### config.mk
export PLATFORM = sky130hd
export DESIGN_NAME = if_fetch_buffer
export DESIGN_NICKNAME = d
export VERILOG_FILES = /design/src/rtl/if_fetch_buffer.sv
export SDC_FILE = /design/constraint.sdc
export NUM_CORES = 1
export LEC_CHECK = 0
export ABC_AREA = 1
export BUFFER_PORTS_ARGS = -buffer_cell sky130_fd_sc_hd__buf_2
export CAP_MARGIN = 40
export CORE_MARGIN = 4
export CORE_UTILIZATION = 60
export DETAILED_ROUTE_END_ITERATION = 6
export GPL_ROUTABILITY_DRIVEN = 0
export MAX_ROUTING_LAYER = met4
export PLACE_DENSITY = 0.82
export SYNTH_ARGS = -nofsm -noshare
export SYNTH_HDL_FRONTEND = slang
export SYNTH_SLANG_ARGS = --single-unit
### constraint.sdc
create_clock -name clk -period 15.2 [get_ports clk]
set_input_delay 4.56 -clock clk [delete_from_list [all_inputs] [get_ports clk]]
set_output_delay 4.56 -clock clk [all_outputs]
set_load 0.01 [all_outputs]
### src/rtl/if_fetch_buffer.sv
// Instruction-fetch buffer and IF/ID pipeline register: issues in-order imem requests at the PC,
// queues returned instructions with their PC+4, and presents the oldest to ID with stall and flush.
module if_fetch_buffer #(
    parameter int unsigned DEPTH = 4,
    parameter logic [31:0] NOP   = 32'h0000_0000
) (
    input  logic        clk,
    input  logic        rst,
    input  logic [31:0] pc,
    input  logic [31:0] pc_add,
    output logic        pc_write_n,
    output logic        imem_req,
    output logic [31:0] imem_addr,
    input  logic [31:0] imem_rdata,
    input  logic        imem_rvalid,
    input  logic        id_stall,
    input  logic        flush,
    output logic [31:0] id_instr,
    output logic [31:0] id_pc4,
    output logic        id_valid
);

    localparam int unsigned PW = $clog2(DEPTH);
    localparam int unsigned CW = PW + 1;

    typedef logic [PW-1:0] ptr_t;
    typedef logic [CW-1:0] cnt_t;

    localparam cnt_t FULL = cnt_t'(DEPTH);

    logic [31:0]      r_pc4   [DEPTH];
    logic [31:0]      r_instr [DEPTH];
    logic [DEPTH-1:0] r_filled;

    ptr_t r_alloc_ptr;
    ptr_t r_fill_ptr;
    ptr_t r_head_ptr;
    cnt_t r_count;
    cnt_t r_pending;
    cnt_t r_drop_cnt;

    logic [31:0] r_id_instr;
    logic [31:0] r_id_pc4;
    logic        r_id_valid;

    logic w_req;
    logic w_fill;
    logic w_head_ready;
    logic w_pop;
    cnt_t w_inflight;
    cnt_t w_flush_drop;

    // r_pending counts allocated-but-unfilled entries, so a legal response always has a target.
    assign w_req        = !rst && !flush && (r_count < FULL) && (r_drop_cnt == '0);
    assign w_fill       = !flush && imem_rvalid && (r_drop_cnt == '0) && (r_pending != '0);
    assign w_head_ready = (r_count != '0) && r_filled[r_head_ptr];
    assign w_pop        = !id_stall && w_head_ready;

    // A response arriving in the flush cycle is consumed right there instead of being counted.
    assign w_inflight   = r_drop_cnt + r_pending;
    assign w_flush_drop = (imem_rvalid && (w_inflight != '0)) ? w_inflight - cnt_t'(1) : w_inflight;

    assign imem_req   = w_req;
    assign imem_addr  = pc;
    assign pc_write_n = rst || !(w_req || flush);

    assign id_instr = r_id_instr;
    assign id_pc4   = r_id_pc4;
    assign id_valid = r_id_valid;

    // NOTE: sequential state uses non-blocking assignments so every register sees pre-edge values.
    always_ff @(posedge clk or posedge rst) begin
        if (rst) begin
            r_filled    <= '0;
            r_alloc_ptr <= '0;
            r_fill_ptr  <= '0;
            r_head_ptr  <= '0;
            r_count     <= '0;
            r_pending   <= '0;
            r_drop_cnt  <= '0;
            r_id_instr  <= NOP;
            r_id_pc4    <= '0;
            r_id_valid  <= 1'b0;
        end else if (flush) begin
            r_filled    <= '0;
            r_alloc_ptr <= '0;
            r_fill_ptr  <= '0;
            r_head_ptr  <= '0;
            r_count     <= '0;
            r_pending   <= '0;
            r_drop_cnt  <= w_flush_drop;
            r_id_instr  <= NOP;
            r_id_pc4    <= '0;
            r_id_valid  <= 1'b0;
        end else begin
            if (w_req) begin
                r_filled[r_alloc_ptr] <= 1'b0;
                r_alloc_ptr           <= r_alloc_ptr + ptr_t'(1);
            end
            if (w_fill) begin
                r_filled[r_fill_ptr] <= 1'b1;
                r_fill_ptr           <= r_fill_ptr + ptr_t'(1);
            end
            if (imem_rvalid && (r_drop_cnt != '0)) begin
                r_drop_cnt <= r_drop_cnt - cnt_t'(1);
            end
            if (w_pop) begin
                r_head_ptr <= r_head_ptr + ptr_t'(1);
            end
            r_count   <= r_count + cnt_t'(w_req) - cnt_t'(w_pop);
            r_pending <= r_pending + cnt_t'(w_req) - cnt_t'(w_fill);

            if (!id_stall) begin
                if (w_head_ready) begin
                    r_id_instr <= r_instr[r_head_ptr];
                    r_id_pc4   <= r_pc4[r_head_ptr];
                    r_id_valid <= 1'b1;
                end else begin
                    r_id_instr <= NOP;
                    r_id_pc4   <= '0;
                    r_id_valid <= 1'b0;
                end
            end
        end
    end

    // NOTE: payload storage has no reset; entries are only read once their filled flag is set.
    always_ff @(posedge clk) begin
        if (w_req) begin
            r_pc4[r_alloc_ptr] <= pc_add;
        end
        if (w_fill) begin
            r_instr[r_fill_ptr] <= imem_rdata;
        end
    end

endmodule

==> flow_summary.ini, run 1 <==
[critical_path]
worst_setup_path_end_kind = output port
path_class = input pin to output port
critical_path.max_stage_delay_ns = 0.29
required_ns = 10.64
critPathLaunchType = input pin
path_delay_family = simple AND/OR/NAND/NOR gates
crit_chain = buf_2 -> nor2_1 -> nand3_1 -> nand2_1 -> nand2_1 -> buf_2
critPathMaxFanout = 20
crit_arrival_ns = 5.59
slowest_stage = nor2_1
crit_buf_inv = 2

[grt]
antenna_found_initial = 7
grt-ovfl-total = 0
grt_max_degree = 74
track_usage_pct = 24.8
grt_pass1_wl_um = 53400
grt_pass1_vias = 10500

[power]
power.leakage_nw = 8.26
ir_worst_vdd_mv = 0.0798
total_power_mw = 1.95
power_per_cell_area_nw_per_um2 = 116

[synth]
synth_compound_area_share_pct = 0.485
synthMuxAreaShare_pct = 0
synth_top_family_by_area = simple AND/OR/NAND/NOR gates
ys_types = 22
yosysWarnings = 0
synthSimpleGateAreaFrac_pct = 20.5
post_synth_fa_ha_maj_area_fraction_pct = 1.74
synth_xor_area_share_pct = 0.351
syn_area_per_cell_sq_um = 9.97
syn_nets = 1621
ys_seq_area_share_pct = 65.4
synthesis.area_sq_um = 15000
synth-seq-cells = 340
syn_inst = 1501

[hold_path]
hold_class = register to register

[floorplan]
fp.dieW_um = 166
die_h_um = 166
ios = 200
initial_utilization_pct = 61.3
dieArea_sq_um = 27500
core_sq_um = 24400
rows = 57

[timing]
finalSetupViolations = 0
clock-skew-final_ns = 0.0155
finalWorstSetupSlack_ns = 5.05
fin_hold_ws_ns = 0.475
period_share_pct = 66.8
slew_headroom_pct = 40.0
rsz0062_at_grt = no
setup-tns-final_ns = 0
report.final.slew_viol_count = 0
period_needed_ns = 10.15
hold_violations = 0
worst_slew_pin_slew_ns = 0.900
max_freq_mhz = 98.5

[routing]
wl_per_cell_um = 17.2
avgViaCountPerCell = 5.32
vias = 10400
antenna_left = 0
wl_um = 33400
dr.pass1.iters = 5
remaining_drc_errors = 0
drt_iter0_drc = 925

[finish]
mostFrequentLayoutCell = nand2_1
fin_nets = 1707
syn2layout_area_growth_pct = 12.6
design_area_sq_um = 16800
drive_gt1_share_pct = 13.4
fillers = 1745
final_cell_mix = nand2_1, inv_1, edfxtp_1

[outcome]
status = completed

[cts]
path_clk_slew_ns = 0.06
clock_latency_ns = 0.52
htreeDepth = 2
clk_path_buf_depth = 3
root_buffer = clkbuf_16
cts_buffers = 36
cts.sinks = 340
postCtsSetupBuffers = 0
postCtsResizedCells = 0
holdBufCountCts = 0
tritoncts = built

[placed_design]
postPlaceCellArea_sq_um = 15700
io_buffers = 135
hpwl_um = 19400
pre_cts_ws_ns = 5.08

[flow_run]
cap_violations = 0
==> layer usage <==
metal	track usage [%]	part of all wire, %	wire, um
met1	29.6	39	13000
met2	41.4	50	16700
met3	4.83	7.9	2640
met4	11.3	3.4	1120
met5	-	0	0
==> synth_stat cells (all sizes together) <==
| cell type | count | area [sq um] |
|---|---|---|
| a22oi | 1 | 7.51 |
| xnor2 | 2 | 17.5 |
| fa | 3 | 60.1 |
| nand4 | 72 | 450 |
| buf | 87 | 528 |
| nor2 | 15 | 58.8 |
| a21oi | 7 | 35.0 |
| clkbuf | 19 | 71.3 |
| nand3 | 145 | 726 |
| edfxtp | 256 | 7690 |
| dfrtp | 84 | 2100 |
| inv | 298 | 1120 |
| xor2 | 4 | 35.0 |
| ha | 16 | 200 |
| o21ai | 6 | 30.0 |
| nor3 | 1 | 10.0 |
| nand2 | 485 | 1820 |
==> power breakdown <==
part           switching, mW  internal, mW  leakage, nW  total (mW)
sequential           0.00535          1.01         3.46        1.02
clock                  0.341         0.505        0.569       0.846
combinational         0.0589        0.0281         4.23      0.0870
total                  0.405          1.55         8.26        1.95
==> path summary, 6_finish.rpt <==
path                          startpoint             to  slack [ns]  depth (start not counted)
max                                flush     pc_write_n        5.05                          6
min                            id_pc4[9]      id_pc4[9]        0.47                          2
max reg2reg                r_head_ptr[0]     r_count[2]       11.97                         12
min reg2reg                    id_pc4[9]      id_pc4[9]        0.47                          2
max in group asynchronous            rst  r_head_ptr[0]        9.90                          3
min in group asynchronous            rst   id_instr[30]        4.06                          2
==> registers in the layout (all words and copies together) (netlist names) <==
register,flops
id_instr,32
r_head_ptr,2
id_pc4,32
r_instr,128
r_alloc_ptr,2
r_count,3
r_drop_cnt,3
r_filled,4
r_pc4,128
id_valid,1
r_pending,3
r_fill_ptr,2
==> stage by stage <==
step,std cells,utilization [%]
2_1_floorplan,1501,-
3_3_place_gp,1870,63.9
3_5_place_dp,1873,64.2
4_1_cts,1939,69.0
5_1_grt,1946,69.0
6_report,1946,69.0
==> cell type report <==
type                       count  area (sq um)  area share [%]
antenna                        7          17.5           0.104
clock buffer                  53          1030            6.09
clock inverter                13           126           0.750
inverter                     298          1120            6.67
multi-input combinational    757          3480            20.6
sequential                   340          9790            58.2
tap                          324           405            2.41
timing repair buffer         154           871            5.17
==> logic make-up after synthesis <==
kind of cell / Yosys count
AND/OR/NAND/NOR: 718
buffers and inverters: 404
flip-flops: 340
adder cells (fa/ha/maj): 19
AO/OA/AOI/OAI: 14
XOR/XNOR: 6
==> worst min-delay path: cells and delay by family, from the launching register on <==
family | cells | cell delay, ns
flops | 1 | 0.33
simple gates | 2 | 0.11
No activity file was read; power rests on OpenSTA's default activity.
==> run 2: changes to the inputs <==
- ABC_AREA: 1 -> 0
- CORE_UTILIZATION: 60 -> 57
- PLACE_DENSITY: 0.82 -> 0.79
- clock period: 15.2 -> 10.1 ns (I/O delays scaled with it)
==> run 2 against run 1 <==
  * Via count down 33%
  * Global-route usage down 2.6 points
  * Cell count down 40%
  * Sequential power up 52%
  * Non-clock buffer count down 3
  * Total power up 51%
  * Highest routed layer unchanged
==> flow_summary.ini, run 2 <==
[outcome]
status = completed

[floorplan]
initial_utilization_pct = 58.4
core_sq_um = 22800
rows = 55
fp.dieW_um = 161
dieArea_sq_um = 25900
die_h_um = 161
ios = 200

[synth]
netlist.area_leader.share_pct = 57.6
synth.area.top_cells = edfxtp_1, dfrtp_1, mux4_2
synthMuxAreaShare_pct = 11.3
yosysWarnings = 0
synth_top_family_by_area = multiplexers
synth_compound_area_share_pct = 5.52
ys_async_sr_fraction_pct = 24.7
synth_edf_count = 256
syn_inst = 717
synth_common_cells = edfxtp_1, dfrtp_1, nor2_1
synth-seq-cells = 340
synth_ff_type = edfxtp_1
ys_types = 38
synthSimpleGateAreaFrac_pct = 3.36
post_synth_fa_ha_maj_area_fraction_pct = 1.95
yosys.area.top_type = edfxtp_1
syn_nets = 837
synth_most_common_cell = edfxtp_1
syn_area_per_cell_sq_um = 18.6
synthesis.area_sq_um = 13400
synth_xor_area_share_pct = 0.656
ys_seq_area_share_pct = 73.3

[routing]
antenna_left = 0
avgViaCountPerCell = 5.91
vias = 6942
wl_um = 27500
dr.pass1.iters = 5
remaining_drc_errors = 0
wl_per_cell_um = 23.4
drt_iter0_drc = 621

[critical_path]
crit_buf_inv = 2
crit_arrival_ns = 4.40
path_delay_family = simple AND/OR/NAND/NOR gates
critPathLaunchType = input pin
critical_path.max_stage_delay_ns = 0.43
slowest_stage = and2_0
critPathMaxFanout = 8
crit_chain = buf_4 -> nor3b_2 -> and2_0 -> o21ai_0 -> buf_2
worst_setup_path_end_kind = output port
path_class = input pin to output port
required_ns = 7.07

[hold_path]
hold_class = register to register

[timing]
period_needed_ns = 7.43
setup-tns-final_ns = 0
max_freq_mhz = 135
period_share_pct = 73.5
rsz0062_at_grt = no
hold_violations = 0
report.final.slew_viol_count = 0
finalSetupViolations = 0
worst_slew_pin_slew_ns = 0.825
slew_headroom_pct = 45.0
clock-skew-final_ns = 0.0177

[grt]
track_usage_pct = 22.3
grt_pass1_wl_um = 43300
grt_pass1_vias = 7729
grt-ovfl-total = 0
grt_max_degree = 61
antenna_found_initial = 6

[power]
total_power_mw = 2.94
power.leakage_nw = 5.68
power_per_cell_area_nw_per_um2 = 191
ir_worst_vdd_mv = 0.141

[cts]
cts_buffers = 34
holdBufCountCts = 0
htreeDepth = 2
path_clk_slew_ns = 0.06
cts.sinks = 340
root_buffer = clkbuf_16
tritoncts = built
clk_path_buf_depth = 3
postCtsSetupBuffers = 0
postCtsResizedCells = 0
clock_latency_ns = 0.50

[finish]
syn2layout_area_growth_pct = 15.1
final_cell_mix = edfxtp_1, buf_2, dfrtp_1
drive_gt1_share_pct = 36.1
fillers = 1493
design_area_sq_um = 15400
mostFrequentLayoutCell = edfxtp_1
fin_nets = 950
reg.largest.list = r_instr: 128 flops, r_pc4: 128 flops

[placed_design]
postPlaceCellArea_sq_um = 14300
hpwl_um = 16500
io_buffers = 135

[flow_run]
cap_violations = 0
[run 2: cell types whose count changed after synthesis, moves of 7 or more]
cell,previous run,this run
nand2_1,485,5
a22oi_1,1,38
nor2_1,14,79
nand3_1,145,4
buf_2,41,11
a22oi_2,0,30
buf_4,40,33
inv_1,294,20
nand4_1,72,1
mux4_2,0,65
[run 2: worst paths after layout]
path / to / from / slack, ns / depth (start not counted)
max in group asynchronous: id_pc4[20] / rst / 6.76 / 4
min in group asynchronous: id_instr[9] / rst / 2.52 / 2
worst min register to register: id_instr[27] / id_instr[27] / 0.53 / 2
worst max register to register: r_count[2] / r_head_ptr[0] / 6.93 / 10
worst min-delay path: id_instr[27] / id_instr[27] / 0.53 / 2
worst max-delay path: pc_write_n / flush / 2.67 / 5
[run 2: layout make-up]
class | instances | area, sq um | area share, %
Sequential cell | 340 | 9800 | 63.7
Multi-Input combinational cell | 283 | 3050 | 19.8
Timing Repair Buffer | 151 | 943 | 6.14
Clock buffer | 41 | 908 | 5.91
Tap cell | 313 | 392 | 2.55
Clock inverter | 20 | 186 | 1.21
Inverter | 20 | 77.6 | 0.505
Antenna cell | 6 | 15.0 | 0.0977
[run 2: power by group]
group	internal, mW	switching, mW	leakage [nW]	total (mW)
Clock	0.722	0.499	0.537	1.22
Sequential	1.53	0.0140	3.47	1.55
Combinational	0.0668	0.103	1.68	0.169
[run 2: stage by stage]
stage / setup slack, ns / std cells / utilization (%) / hold slack, ns
finish: 2.67 / 1174 / 67.3 / 0.530
global route: 2.59 / 1174 / 67.3 / 0.552
CTS: 2.68 / 1168 / 67.2 / 0.537
detailed placement: 2.70 / 1107 / 62.4 / 0.522
global placement: 2.74 / 1098 / 61.5 / 0.505
floorplan: 1.73 / 717 / - / 0.486
[run 2: kinds of logic (layout without fill, tap and decap cells)]
| family | count (synthesis) | after routing |
|---|---|---|
| fa+ha+maj | 19 | 19 |
| other cells | 0 | 6 |
| buf+inv | 94 | 232 |
| flops | 340 | 340 |
| simple gates | 105 | 105 |
| mux | 69 | 69 |
| compound gates | 80 | 80 |
| xor+xnor | 10 | 10 |
[run 2: routing by layer]
layer  vias to the layer above  part of all wire, %  routed length [um]  global-route usage, %
met5                         -                    0                   0                      -
met4                         0                  2.6                 709                   8.92
met3                        78                  6.9                1890                   4.16
met2                       262                   54               14800                   38.1
met1                      3635                   37               10100                   26.5
li1                       2967                    -                   -                      -
[run 2: worst reg2reg max path: stages, from the launching register on]
cell and delay (ns):
dfrtp_4 0.80, mux4_2 0.59, and3_4 0.34, ha_1 0.33, inv_1 0.06, ha_1 0.14
inv_1 0.05, fa_1 0.37, xor2_1 0.18, xnor2_1 0.14, nor2_1 0.05
